==> config.mk <==
export PLATFORM = sky130hd
export DESIGN_NAME = decode_stage_flat
export DESIGN_NICKNAME = d
export VERILOG_FILES = /design/src/rtl/decode_stage_if.sv /design/src/rtl/decode_stage.sv /design/src/flat_wrapper.sv
export SDC_FILE = /design/constraint.sdc
export NUM_CORES = 1
export LEC_CHECK = 0
export CORE_UTILIZATION = 30
export CTS_CLUSTER_SIZE = 20
export DETAILED_ROUTE_END_ITERATION = 10
export PLACE_DENSITY = 0.54
export RECOVER_POWER = 25
export SYNTH_ARGS = -nofsm -noshare
export SYNTH_HDL_FRONTEND = slang
export SYNTH_SLANG_ARGS = --single-unit
==> constraint.sdc <==
create_clock -name clk -period 3.1 [get_ports clk]
set_clock_uncertainty 0.1 [all_clocks]
set_input_delay 0.62 -clock clk [delete_from_list [all_inputs] [get_ports clk]]
set_output_delay 0.62 -clock clk [all_outputs]
set_load 0.05 [all_outputs]
==> src/rtl/decode_stage_if.sv <==
// decode_stage_if: fetch handshake and decoded control word of decode_stage.
// master: fetch/consumer side (drives start, instr_valid, instr).
// slave : decoder side (drives instr_ready, the control word, instr_count, halted).
// Encodings: registers 0..15 = r0..r15, 16 = no_reg; math 0..15, 16 = no_mth;
// reg_op 0 = no_rop (full list in decode_stage).
interface decode_stage_if #(
  parameter int unsigned CNT_W = 16
);
  logic             start;
  logic             instr_valid;
  logic [8:0]       instr;
  logic             instr_ready;
  logic             ctl_valid;
  logic [4:0]       reg_src;
  logic [4:0]       reg_dst;
  logic [4:0]       reg_op;
  logic [4:0]       math_op;
  logic             alu_en;
  logic             alu_rs;
  logic             mem_sel;
  logic             loadEn;
  logic             storEn;
  logic             done;
  logic             illegal;
  logic [3:0]       instr_o;
  logic [CNT_W-1:0] instr_count;
  logic             halted;

  modport master (
    output start, instr_valid, instr,
    input  instr_ready, ctl_valid, reg_src, reg_dst, reg_op, math_op, alu_en,
           alu_rs, mem_sel, loadEn, storEn, done, illegal, instr_o,
           instr_count, halted
  );

  modport slave (
    input  start, instr_valid, instr,
    output instr_ready, ctl_valid, reg_src, reg_dst, reg_op, math_op, alu_en,
           alu_rs, mem_sel, loadEn, storEn, done, illegal, instr_o,
           instr_count, halted
  );
endinterface

==> src/rtl/decode_stage.sv <==
// decode_stage: registered, handshaked instruction decoder with load/store
// stall, run/halt FSM, optional trap on unused encodings and a saturating
// retired-instruction counter.
// Ports: clk (rising edge), reset (synchronous, active-high),
//        bus (decode_stage_if.slave): start/instr_valid/instr in,
//        instr_ready, one-cycle control word, instr_count, halted out.
module decode_stage #(
  parameter int unsigned MEM_LAT     = 1,
  parameter int unsigned CNT_W       = 16,
  parameter bit          TRAP_UNUSED = 1'b0
) (
  input  logic          clk,
  input  logic          reset,
  decode_stage_if.slave bus
);

  localparam int unsigned STALL_W   = (MEM_LAT > 1) ? $clog2(MEM_LAT) : 1;
  localparam bit          HAS_STALL = (MEM_LAT > 1);
  localparam logic [STALL_W-1:0] STALL_LOAD = STALL_W'(MEM_LAT - 1);

  localparam logic [1:0] S_IDLE  = 2'd0;
  localparam logic [1:0] S_RUN   = 2'd1;
  localparam logic [1:0] S_STALL = 2'd2;
  localparam logic [1:0] S_HALT  = 2'd3;

  localparam logic [4:0] REG_NONE = 5'd16;
  localparam logic [4:0] MTH_NONE = 5'd16;

  localparam logic [4:0] ROP_NONE   = 5'd0;
  localparam logic [4:0] ROP_VAL_LO = 5'd1;
  localparam logic [4:0] ROP_VAL_HI = 5'd2;
  localparam logic [4:0] ROP_MOV    = 5'd3;
  localparam logic [4:0] ROP_INCR   = 5'd4;
  localparam logic [4:0] ROP_DECR   = 5'd5;
  localparam logic [4:0] ROP_JIZR   = 5'd6;
  localparam logic [4:0] ROP_JNZR   = 5'd7;
  localparam logic [4:0] ROP_BIZR   = 5'd8;
  localparam logic [4:0] ROP_BNZR   = 5'd9;
  localparam logic [4:0] ROP_J2SR   = 5'd10;
  localparam logic [4:0] ROP_LSLC   = 5'd11;
  localparam logic [4:0] ROP_LSRC   = 5'd12;
  localparam logic [4:0] ROP_FLIP   = 5'd13;
  localparam logic [4:0] ROP_LJP0   = 5'd14;
  localparam logic [4:0] ROP_LJP1   = 5'd15;
  localparam logic [4:0] ROP_LJP2   = 5'd16;
  localparam logic [4:0] ROP_LJP3   = 5'd17;
  localparam logic [4:0] ROP_FUNC   = 5'd18;
  localparam logic [4:0] ROP_RFSR   = 5'd19;

  typedef struct packed {
    logic       ctl_valid;
    logic [4:0] reg_src;
    logic [4:0] reg_dst;
    logic [4:0] reg_op;
    logic [4:0] math_op;
    logic       alu_en;
    logic       alu_rs;
    logic       mem_sel;
    logic       load_en;
    logic       stor_en;
    logic       done;
    logic       illegal;
    logic [3:0] instr_o;
  } ctl_t;

  localparam ctl_t CTL_IDLE = '{ctl_valid: 1'b0, reg_src: REG_NONE,
                                reg_dst: REG_NONE, reg_op: ROP_NONE,
                                math_op: MTH_NONE, alu_en: 1'b0, alu_rs: 1'b0,
                                mem_sel: 1'b0, load_en: 1'b0, stor_en: 1'b0,
                                done: 1'b0, illegal: 1'b0, instr_o: 4'd0};

  logic [1:0]         state_q, state_d;
  logic [STALL_W-1:0] stall_q, stall_d;
  logic [CNT_W-1:0]   cnt_q, cnt_d;
  ctl_t               ctl_q, ctl_d;
  logic               ready_q, ready_d;
  logic               halted_q, halted_d;

  ctl_t               dec;
  logic               unused_enc;
  logic               accept;
  logic [3:0]         opc;
  logic               b4;

  assign opc    = bus.instr[8:5];
  assign b4     = bus.instr[4];
  assign accept = ready_q & bus.instr_valid;

  // Combinational decode of the presented instruction word.
  always_comb begin
    dec           = CTL_IDLE;
    dec.ctl_valid = 1'b1;
    dec.instr_o   = bus.instr[3:0];
    unused_enc    = 1'b0;
    if (opc == 4'd0) begin
      dec.reg_op = b4 ? ROP_VAL_HI : ROP_VAL_LO;
    end else if (!bus.instr[8]) begin
      dec.reg_op  = ROP_MOV;
      dec.reg_dst = 5'(bus.instr[7:4]);
      dec.reg_src = 5'(bus.instr[3:0]);
    end else begin
      case (opc)
        4'b1000: begin
          dec.mem_sel = bus.instr[3];
          if (!b4) begin
            dec.load_en = 1'b1;
            dec.reg_dst = 5'(bus.instr[2:0]);
          end else begin
            dec.stor_en = 1'b1;
            dec.reg_src = 5'(bus.instr[2:0]);
          end
        end
        4'b1001: begin
          dec.reg_op  = b4 ? ROP_DECR : ROP_INCR;
          dec.reg_src = 5'(bus.instr[3:0]);
          dec.reg_dst = 5'(bus.instr[3:0]);
        end
        4'b1010: dec.reg_op = b4 ? ROP_JNZR : ROP_JIZR;
        4'b1011: begin
          dec.reg_op  = b4 ? ROP_BNZR : ROP_BIZR;
          dec.reg_src = 5'(bus.instr[3:0]);
        end
        4'b1100: begin
          if (b4) unused_enc = 1'b1;
          else    dec.reg_op = ROP_J2SR;
        end
        4'b1101: begin
          dec.alu_en  = 1'b1;
          dec.alu_rs  = b4;
          dec.math_op = 5'(bus.instr[3:0]);
        end
        4'b1110: dec.reg_op = b4 ? ROP_LSRC : ROP_LSLC;
        4'b1111: begin
          if (!b4) begin
            dec.reg_op  = ROP_FLIP;
            dec.reg_src = 5'(bus.instr[3:0]);
          end else begin
            case (bus.instr[3:0])
              4'd0:         dec.reg_op = ROP_LJP0;
              4'd1:         dec.reg_op = ROP_LJP1;
              4'd2:         dec.reg_op = ROP_LJP2;
              4'd3:         dec.reg_op = ROP_LJP3;
              4'd4:         unused_enc = 1'b1;
              4'd12, 4'd13: dec.reg_op = ROP_FUNC;
              4'd14:        dec.reg_op = ROP_RFSR;
              default:      dec.done   = 1'b1;
            endcase
          end
        end
        default: ;
      endcase
    end
    // Unused words: a defaults-only word, flagged illegal when trapping.
    if (unused_enc) begin
      dec           = CTL_IDLE;
      dec.ctl_valid = 1'b1;
      dec.illegal   = TRAP_UNUSED;
    end
  end

  // Next state, stall counter, registered control word and retire counter.
  always_comb begin
    state_d = state_q;
    stall_d = stall_q;
    cnt_d   = cnt_q;
    ctl_d   = CTL_IDLE;
    case (state_q)
      S_IDLE, S_HALT: begin
        if (bus.start) state_d = S_RUN;
      end
      S_RUN: begin
        if (accept) begin
          ctl_d = dec;
          if (cnt_q != '1) cnt_d = cnt_q + CNT_W'(1);
          if (dec.done || dec.illegal) begin
            state_d = S_HALT;
          end else if ((dec.load_en || dec.stor_en) && HAS_STALL) begin
            state_d = S_STALL;
            stall_d = STALL_LOAD;
          end
        end
      end
      S_STALL: begin
        stall_d = stall_q - STALL_W'(1);
        if (stall_q <= STALL_W'(1)) state_d = S_RUN;
      end
      default: state_d = S_IDLE;
    endcase
    // Handshake/status flops follow the upcoming state so they stay registered.
    ready_d  = (state_d == S_RUN);
    halted_d = (state_d == S_HALT);
  end

  always_ff @(posedge clk) begin
    if (reset) begin
      state_q  <= S_IDLE;
      stall_q  <= '0;
      cnt_q    <= '0;
      ctl_q    <= CTL_IDLE;
      ready_q  <= 1'b0;
      halted_q <= 1'b0;
    end else begin
      state_q  <= state_d;
      stall_q  <= stall_d;
      cnt_q    <= cnt_d;
      ctl_q    <= ctl_d;
      ready_q  <= ready_d;
      halted_q <= halted_d;
    end
  end

  assign bus.instr_ready = ready_q;
  assign bus.ctl_valid   = ctl_q.ctl_valid;
  assign bus.reg_src     = ctl_q.reg_src;
  assign bus.reg_dst     = ctl_q.reg_dst;
  assign bus.reg_op      = ctl_q.reg_op;
  assign bus.math_op     = ctl_q.math_op;
  assign bus.alu_en      = ctl_q.alu_en;
  assign bus.alu_rs      = ctl_q.alu_rs;
  assign bus.mem_sel     = ctl_q.mem_sel;
  assign bus.loadEn      = ctl_q.load_en;
  assign bus.storEn      = ctl_q.stor_en;
  assign bus.done        = ctl_q.done;
  assign bus.illegal     = ctl_q.illegal;
  assign bus.instr_o     = ctl_q.instr_o;
  assign bus.instr_count = cnt_q;
  assign bus.halted      = halted_q;

endmodule

==> src/flat_wrapper.sv <==
// flat-port wrapper written by rule: the top's interface ports become plain ports
module decode_stage_flat 
#(
  parameter int unsigned MEM_LAT     = 1,
  parameter int unsigned CNT_W       = 16,
  parameter bit          TRAP_UNUSED = 1'b0
)
  (clk, reset, bus_start, bus_instr_valid, bus_instr, bus_instr_ready, bus_ctl_valid, bus_reg_src, bus_reg_dst, bus_reg_op, bus_math_op, bus_alu_en, bus_alu_rs, bus_mem_sel, bus_loadEn, bus_storEn, bus_done, bus_illegal, bus_instr_o, bus_instr_count, bus_halted);
  decode_stage_if #(.CNT_W(CNT_W)) bus_i ();
  input  logic clk;
  input  logic reset;
  input wire logic [$bits(bus_i.start)-1:0] bus_start;
  input wire logic [$bits(bus_i.instr_valid)-1:0] bus_instr_valid;
  input wire logic [$bits(bus_i.instr)-1:0] bus_instr;
  output wire logic [$bits(bus_i.instr_ready)-1:0] bus_instr_ready;
  output wire logic [$bits(bus_i.ctl_valid)-1:0] bus_ctl_valid;
  output wire logic [$bits(bus_i.reg_src)-1:0] bus_reg_src;
  output wire logic [$bits(bus_i.reg_dst)-1:0] bus_reg_dst;
  output wire logic [$bits(bus_i.reg_op)-1:0] bus_reg_op;
  output wire logic [$bits(bus_i.math_op)-1:0] bus_math_op;
  output wire logic [$bits(bus_i.alu_en)-1:0] bus_alu_en;
  output wire logic [$bits(bus_i.alu_rs)-1:0] bus_alu_rs;
  output wire logic [$bits(bus_i.mem_sel)-1:0] bus_mem_sel;
  output wire logic [$bits(bus_i.loadEn)-1:0] bus_loadEn;
  output wire logic [$bits(bus_i.storEn)-1:0] bus_storEn;
  output wire logic [$bits(bus_i.done)-1:0] bus_done;
  output wire logic [$bits(bus_i.illegal)-1:0] bus_illegal;
  output wire logic [$bits(bus_i.instr_o)-1:0] bus_instr_o;
  output wire logic [$bits(bus_i.instr_count)-1:0] bus_instr_count;
  output wire logic [$bits(bus_i.halted)-1:0] bus_halted;
  assign bus_i.start = bus_start;
  assign bus_i.instr_valid = bus_instr_valid;
  assign bus_i.instr = bus_instr;
  assign bus_instr_ready = bus_i.instr_ready;
  assign bus_ctl_valid = bus_i.ctl_valid;
  assign bus_reg_src = bus_i.reg_src;
  assign bus_reg_dst = bus_i.reg_dst;
  assign bus_reg_op = bus_i.reg_op;
  assign bus_math_op = bus_i.math_op;
  assign bus_alu_en = bus_i.alu_en;
  assign bus_alu_rs = bus_i.alu_rs;
  assign bus_mem_sel = bus_i.mem_sel;
  assign bus_loadEn = bus_i.loadEn;
  assign bus_storEn = bus_i.storEn;
  assign bus_done = bus_i.done;
  assign bus_illegal = bus_i.illegal;
  assign bus_instr_o = bus_i.instr_o;
  assign bus_instr_count = bus_i.instr_count;
  assign bus_halted = bus_i.halted;
  decode_stage #(.MEM_LAT(MEM_LAT), .CNT_W(CNT_W), .TRAP_UNUSED(TRAP_UNUSED)) u_core (.clk(clk), .reset(reset), .bus(bus_i));
endmodule
* Word level (Yosys, flattened, before mapping)
Cells that the tools add are included.
** Word-level totals
- Register bits :: 53
- Bits of input ports :: 13
- Output and inout bits :: 50
- Logic and storage cells :: 99
** Cells by class
- Add/sub/neg operators :: 2
- Order comparisons :: 1
- Eq/ne operators :: 21
- Muxes and demuxes :: 35
- Bitwise gates (word level) :: 6
- Reductions and logical operators :: 15
** Operators with widths (count)
- one-hot mux 5 bit (6 select lines) :: 2
- == test 4 bit, second input constant :: 11
- 2-to-1 mux 5 bit :: 5
- adder 16 x 1 -> 16 bit, second input constant :: 1
- inequality test 16 bit, second input constant :: 1
- 2-to-1 mux 15 bit :: 1
- one-hot mux 5 bit (3 select lines) :: 1
- 2-to-1 mux 1 bit :: 14
- OR reduction 7 bit :: 2
- 2-to-1 mux 2 bit :: 5
- one-hot mux 5 bit (2 select lines) :: 1
- == test 4 x 2 -> 1 bit, second input constant :: 2
- logical NOT 4 bit :: 2
- OR reduction 8 bit :: 1
- 2-to-1 mux 7 bit :: 1
- == test 2 bit, second input constant :: 3
- 2-to-1 mux 6 bit :: 1
- one-hot mux 2 bit (3 select lines) :: 1
- OR reduction 2 bit :: 3
- OR reduction 6 bit :: 1
- NOT 1 bit :: 5
- OR reduction 5 bit :: 1
- == test 2 x 1 -> 1 bit, second input constant :: 2
- == test 4 x 1 -> 1 bit, second input constant :: 1
- 12 further kinds :: 12

* Longest topological paths before layout
Gate-level depths: netlist of the first run.
- Depth in word-level cells :: 13
- Depth in mapped cells :: 7

* Worst setup path after synthesis of the first run
No wires, ideal clock.
- Path kind :: flip-flop to flip-flop
- From :: reg u_core.cnt_q[7] (netlist: u_core.bus.instr_count[7])
- To :: reg u_core.cnt_q[5] (netlist: u_core.bus.instr_count[5])
- Setup time :: 0.123 ns
- Arrival time :: 1.741 ns
- Path slack :: 1.136 ns
- Stages on the path, launching flop included :: 5
- Period minus slack after synthesis :: 1.964 ns
- Cells stage by stage :: dfxtp_1 -> nand4_2 -> nor3_4 -> a211oi_1 -> mux2_1
** On the way
- Word-level cells in the longest chain between the ends :: 2
** RTL lines
- start, declared :: RTL line decode_stage.sv:74 : logic [CNT_W-1:0] cnt_q, cnt_d;
- start signal, assigned :: RTL line decode_stage.sv:205 : cnt_q <= cnt_d;
- inequality test 16 bit :: RTL line decode_stage.sv:174 : if (cnt_q != '1) cnt_d = cnt_q + CNT_W'(1);
- AND reduction 3 bit (no line)
Every way passes these cells.
A chain may end at the register's enable or synchronous reset.

* Worst setup path after layout of the first run
- From :: in bus_instr[2]
- To :: reg u_core.ctl_q, in the netlist u_core.bus.reg_op[4]
** On the way
- Word-level cells in the longest chain between the ends :: 7
- Elaborated cells between the ends (all ways) :: 20
** RTL lines
- start, declared :: RTL line flat_wrapper.sv:14 : input wire logic [$bits(bus_i.instr)-1:0] bus_instr;
- == test 4 bit or == test 4 x 3 -> 1 bit (tied branches) :: RTL line decode_stage.sv:138 : case (bus.instr[3:0])
- OR reduction 2 bit or 2-to-1 mux 1 bit (tied branches) :: RTL line decode_stage.sv:138
- one-hot mux 5 bit (6 select lines) or 2-to-1 mux 1 bit (tied branches) :: RTL line decode_stage.sv:138, decode_stage.sv:134
- 2-to-1 mux 5 bit or one-hot mux 1 bit (2 select lines) (tied branches) :: RTL line decode_stage.sv:134, decode_stage.sv:102
- one-hot mux 5 bit (6 select lines) or 2-to-1 mux 1 bit (tied branches) :: RTL line decode_stage.sv:102, decode_stage.sv:97
- 2-to-1 mux 15 bit or 2-to-1 mux 1 bit (tied branches) :: RTL line decode_stage.sv:97, decode_stage.sv:95
- 2-to-1 mux 5 bit or OR reduction 4 bit (tied branches)
- end signal, assigned :: RTL line decode_stage.sv:206 : ctl_q <= ctl_d;
- end, declared :: RTL line decode_stage.sv:75 : ctl_t ctl_q, ctl_d;
Parallel ways exist; a longest one is shown, timed or not.

==> impl_metrics.json, run 1 <==
{
  "status": "completed",
  "rsz0062_at_grt": "false",
  "hp-class": "reg2reg",
  "crit_required_ns": 3.19,
  "period_needed_ns": 2.603,
  "cts_setup_buffers": 0,
  "p_int_uw": 956.1,
  "finalHoldViolations": 0,
  "cts_resized": 0,
  "grt_max_degree": 25,
  "ctsRootBufferMaster": "clkbuf_8",
  "synthTopCellsByArea": "dfxtp_1, nor2_1, a21oi_1",
  "crit_fanout": 9,
  "fillers": 752,
  "most-common-layout-cells": "clkdlybuf4s50_1, dfxtp_1, nor2_1",
  "yosys_register_bits": 51,
  "clock_power_share_pct": 36.8,
  "n_antenna_cell": 0,
  "cts_hold_buf": 0,
  "yosys_warnings": 0,
  "fin_area_um2": 3079,
  "grt_pass1_vias": 1863,
  "first_pass_iters": 6,
  "clk_path_buf_depth": 2,
  "cts_htree_levels": 2,
  "ant_nets": 0,
  "postRouteWirelength_mm": 5.719,
  "async_flop_share_pct": 0,
  "fp.dieH_um": 88.45,
  "cts_buffers": 5,
  "core_area_um2": 7253,
  "cts.clk_slew.worst_paths_ns": 0.09,
  "synth_nets": 272,
  "avgSynthCellArea_um2": 8.724,
  "leakage_nw": 1.152,
  "antenna_found_initial": 0,
  "synth-edff-count": 0,
  "synthFlopType": "dfxtp_1",
  "via_per_inst": 4.986,
  "seq_power_share_pct": 52.3,
  "synthCells": 257,
  "max_freq_mhz": 384.2,
  "areaGrowthSynthToFinish_pct": 37.33,
  "worst_slew_pin_slew_ns": 0.7460,
  "nets": 335,
  "startpoint_type": "primary input",
  "setup.worst_path.start": "bus_instr[2]",
  "r2r-start": "u_core.state_q[1]",
  "drv_cap": 0,
  "drcViolationCount": 0,
  "placed_cell_area_um2": 2985,
  "cts_tree": "done",
  "hpwlAfterDp_mm": 4.189,
  "yosysUniqueCellTypes": 52,
  "period_share_pct": 83.96,
  "overflow": 0,
  "numPortBuffers": 61,
  "num_io_pins": 63,
  "layout-drive-gt1-share_pct": 6.854,
  "synth.largest_area_cell": "dfxtp_1",
  "gp_congestion": 0.8444,
  "finalSetupTns_ns": 0,
  "setup_viol": 0,
  "hold_start": "u_core.bus.instr_count[1]",
  "start_util_pct": 30.91,
  "detail_route.wl_per_cell_um": 13.62,
  "slew_viol_final": 0,
  "first_iter_violations": 84,
  "vdd_drop_max_mv": 0.3227,
  "clock_latency_ns": 0.30,
  "worstPathArrival_ns": 2.70,
  "final_common_cell": "clkdlybuf4s50_1",
  "p_switching_uw": 312.7,
  "dieArea_um2": 7823,
  "switching_share_pct": 24.64,
  "comb_power_share_pct": 10.8,
  "cts.sinks": 51,
  "path_class": "in2reg",
  "syn_area_um2": 2242,
  "slew_headroom_pct": 49.74,
  "grt_pass1_wl_mm": 9.259,
  "rows": 31,
  "die_width_um": 88.45,
  "end_kind": "flop",
  "synth_top_cell_area_share_pct": 45.54,
  "power_density_nw_per_um2": 412.0,
  "globalRouteTotalUtil_pct": 15.45,
  "vias": 2094,
  "yosysSeqAreaShare_pct": 45.54
}
[state kept, by name, indices dropped and copies added, names as in the netlist]
register,count
u_core.bus.mem_sel,1
u_core.bus.ctl_valid,1
u_core.bus.reg_src,5
u_core.bus.storEn,1
u_core.bus.halted,1
u_core.bus.math_op,5
u_core.bus.instr_ready,1
u_core.bus.instr_o,4
u_core.state_q,2
u_core.bus.loadEn,1
u_core.bus.done,1
u_core.bus.reg_op,5
u_core.bus.alu_rs,1
u_core.bus.reg_dst,5
u_core.bus.alu_en,1
u_core.bus.instr_count,16
[synthesized netlist by cell type, types with 2 or more instances]
cell type,number
buf_4,3
o22ai_1,2
mux2_1,6
nor2b_1,10
a41oi_1,5
a21oi_1,18
dfxtp_1,51
a22o_1,2
a211oi_1,8
a311oi_1,3
ha_1,2
a31oi_1,5
nor4_1,3
nor3_1,8
inv_1,13
o31ai_1,2
nand3_1,6
nand2b_1,5
nand2_1,12
and4_1,2
nand4_1,8
clkbuf_1,11
mux2i_1,2
and3_1,5
and2_1,3
nor2_1,34
o21ai_0,3
[stage by stage]
step	instances	setup slack (ns)	utilization [%]	hold WS, ns	total power [mW]
floorplan	257	1.136	-	0.3634	0.7663
global placement	412	0.6199	41.16	0.3939	0.8181
detailed placement	412	0.6213	41.16	0.4079	0.8178
CTS	420	0.7344	42.75	0.4196	1.290
global route	420	0.4185	42.45	0.4403	1.330
finish	420	0.4971	42.45	0.4190	1.269
[cell families after synthesis]
kind of cell	count (synthesis)	share of synthesized area [%]
fa+ha+maj	2	1.116
flops	51	45.54
other cells	1	0.1673
xor+xnor	1	0.3907
compound gates	57	17.24
buf+inv	29	5.468
simple gates	107	25.67
mux	9	4.408
[power groups by stage]
stage | logic (mW) | clock network [mW] | registers [mW]
final | 0.137 | 0.467 | 0.664
after global routing | 0.148 | 0.517 | 0.665
after detailed placement | 0.138 | 0 | 0.679
after CTS | 0.139 | 0.487 | 0.664
after global placement | 0.139 | 0 | 0.679
after floorplan | 0.0685 | 0 | 0.698
[per-layer routing]
layer	share of wire, %	wire length [um]	track usage, %	up-vias
li1	-	-	-	1045
met5	0	0	0	-
met4	1.1	61	5.132	0
met1	44	2542	19.09	978
met2	50	2852	25.87	63
met3	4.6	262	4.384	8
[worst paths after layout]
kind,endpoint,slack (ns),cells past startpoint
worst max-delay path,u_core.bus.reg_op[4],0.50,6
worst min-delay path,u_core.bus.instr_count[1],0.42,2
worst max register to register,u_core.bus.instr_count[15],1.02,7
worst min register to register,u_core.bus.instr_count[1],0.42,2
[worst max-delay path, cell delays in order]
cell and delay [ns]:
dlygate4sd3_1 0.68, nor2b_1 0.26, a41oi_1 0.17, o21ai_0 0.63
buf_4 0.28, nor4b_1 0.06
[layout make-up]
class	instances	area [um^2]	area share, %
Multi-Input combinational cell	177	1085	35.23
Sequential cell	51	1021	33.16
Clock buffer	5	68.82	2.235
Clock inverter	3	46.29	1.503
Timing Repair Buffer	72	685.7	22.27
Tap cell	99	123.9	4.023
Inverter	13	48.80	1.585
(Power assumes the default switching activity.)
==> run 2, diff against run 1 <==
==> constraint.sdc (replaced) <==
create_clock -name clk -period 2.4 [get_ports clk]
set_clock_uncertainty 0.1 [all_clocks]
set_input_delay 0.48 -clock clk [delete_from_list [all_inputs] [get_ports clk]]
set_output_delay 0.48 -clock clk [all_outputs]
set_load 0.05 [all_outputs]
==> run 2 against run 1 <==
  * The flow now finishes with violations (DRC)
  * Register-to-register slack got worse by 0.52 ns
  * Combinational power rose by 34%
  * First-iteration DRC count fell by 38%
  * Clock power rose by 13%
  * Clock-buffer cell count did not move
  * Largest cell class unchanged
  * Largest power group unchanged
  * Highest routed layer unchanged
==> impl_metrics.json, run 2 (same netlist as run 1, synthesis figures left out) <==
{
  "slew_viol_final": 0,
  "grt_pass1_wl_mm": 9.508,
  "fp.dieH_um": 88.45,
  "largest_register_ff_count": 16,
  "wl_met2_mm": 2.810,
  "cts_hold_buf": 0,
  "finalHoldViolations": 0,
  "cts.sinks": 51,
  "antenna_found_initial": 0,
  "power_density_nw_per_um2": 504.7,
  "setup_viol": 0,
  "cts_tree": "done",
  "startpoint_type": "flop",
  "globalRouteTotalUtil_pct": 15.68,
  "slew_headroom_pct": 29.06,
  "vdd_drop_max_mv": 0.2199,
  "clk_path_buf_depth": 2,
  "finalSetupTns_ns": 0,
  "violations": "DRC",
  "leakage_nw": 1.173,
  "slowest_stage": "clkdlybuf4s50_1",
  "core_area_um2": 7253,
  "worstPathArrival_ns": 1.63,
  "first_pass_iters": 7,
  "most-common-layout-cells": "clkdlybuf4s50_1, dfxtp_1, nor2_1",
  "start_util_pct": 30.91,
  "drv_cap": 0,
  "grt_pass1_vias": 1976,
  "period_share_pct": 91.97,
  "path_class": "reg2out",
  "cts.clk_slew.worst_paths_ns": 0.10,
  "nets": 340,
  "via_per_inst": 5.019,
  "overflow": 0,
  "first_iter_violations": 52,
  "numPortBuffers": 61,
  "ctsRootBufferMaster": "clkbuf_8",
  "m1WireLength_mm": 2.547,
  "dieArea_um2": 7823,
  "grt_max_degree": 27,
  "hpwlAfterDp_mm": 4.159,
  "n_antenna_cell": 0,
  "detail_route.wl_per_cell_um": 13.45,
  "clock_latency_ns": 0.31,
  "hold_slack_ns": 0.4123,
  "worst_slew_pin_slew_ns": 1.064,
  "crit_chain": "clkdlybuf4s50_1",
  "highest_layer": "met4",
  "r2r-start": "u_core.bus.instr_count[2]",
  "final_common_cell": "clkdlybuf4s50_1",
  "cts_buffers": 5,
  "cts_setup_buffers": 0,
  "crit_required_ns": 1.82,
  "die_width_um": 88.45,
  "vias": 2133,
  "hold_start": "u_core.state_q[1]",
  "route.met3.wl_um": 278,
  "cts_resized": 0,
  "critPathMaxStageDelay_ns": 0.85,
  "crit_fanout": 7,
  "num_io_pins": 63,
  "gp_congestion": 0.8331,
  "postRouteWirelength_mm": 5.715,
  "period_needed_ns": 2.207,
  "crit_family": "buffers and inverters",
  "rows": 31,
  "end_kind": "output port",
  "drcViolationCount": 2,
  "areaGrowthSynthToFinish_pct": 38.62,
  "cts_htree_levels": 2,
  "max_freq_mhz": 453.0,
  "rsz0062_at_grt": "false",
  "setup.worst_path.start": "u_core.bus.instr_count[6]",
  "hp-class": "reg2reg",
  "layout-drive-gt1-share_pct": 8.896,
  "ant_nets": 0,
  "crit_buf_inv": 1,
  "status": "finished with violations"
}
[run 2: cell count changes in the layout (fill, tap and decap cells not counted), sizes merged]
cell,before,now
buf,9,14
bufinv,1,0
clkdlybuf4s50,58,59
clkinv,0,2
clkinvlp,1,0
dlygate4sd3,3,2
[run 2: path summary, 6_finish.rpt]
| check | cells after the start | end | slack [ns] |
|---|---|---|---|
| worst max-delay path | 1 | bus_instr_count[6] | 0.19 |
| worst min-delay path | 2 | u_core.state_q[1] | 0.41 |
| worst max register to register | 4 | u_core.bus.instr_count[2] | 0.50 |
| worst min register to register | 2 | u_core.state_q[1] | 0.41 |
[run 2: through the flow]
stage / utilization, % / power, mW / instance area (um^2) / cells / setup WS (ns)
CTS: 43.02 / 1.599 / 3120 / 425 / 0.1884
finish: 42.85 / 1.568 / 3108 / 425 / 0.1926
floorplan: - / 0.9899 / 2242 / 257 / 0.4361
detailed placement: 41.68 / 1.061 / 3023 / 417 / 0.06582
global route: 42.85 / 1.644 / 3108 / 425 / 0.09534
global placement: 41.68 / 1.061 / 3023 / 417 / 0.1124
[run 2: power breakdown]
| part | internal (mW) | switching [mW] |
|---|---|---|
| sequential | 0.854 | 0.00378 |
| combinational | 0.0720 | 0.111 |
| clock | 0.216 | 0.311 |
| total | 1.14 | 0.426 |
[run 2: final cells by class]
class                   instances  area [um^2]
fillers                       749         4145
multi-input cells             177         1094
flip-flops and latches         51         1021
inverters                      13        48.80
clock buffers                   5        68.82
clock inverters                 3        28.78
repair buffers                 77        723.2
well taps                      99        123.9
[run 2: routing by layer]
layer / GRT usage, % / vias up
li1: - / 1055
met1: 19.94 / 1010
met2: 25.94 / 59
met3: 4.291 / 9
met4: 4.692 / 0
met5: 0 / -
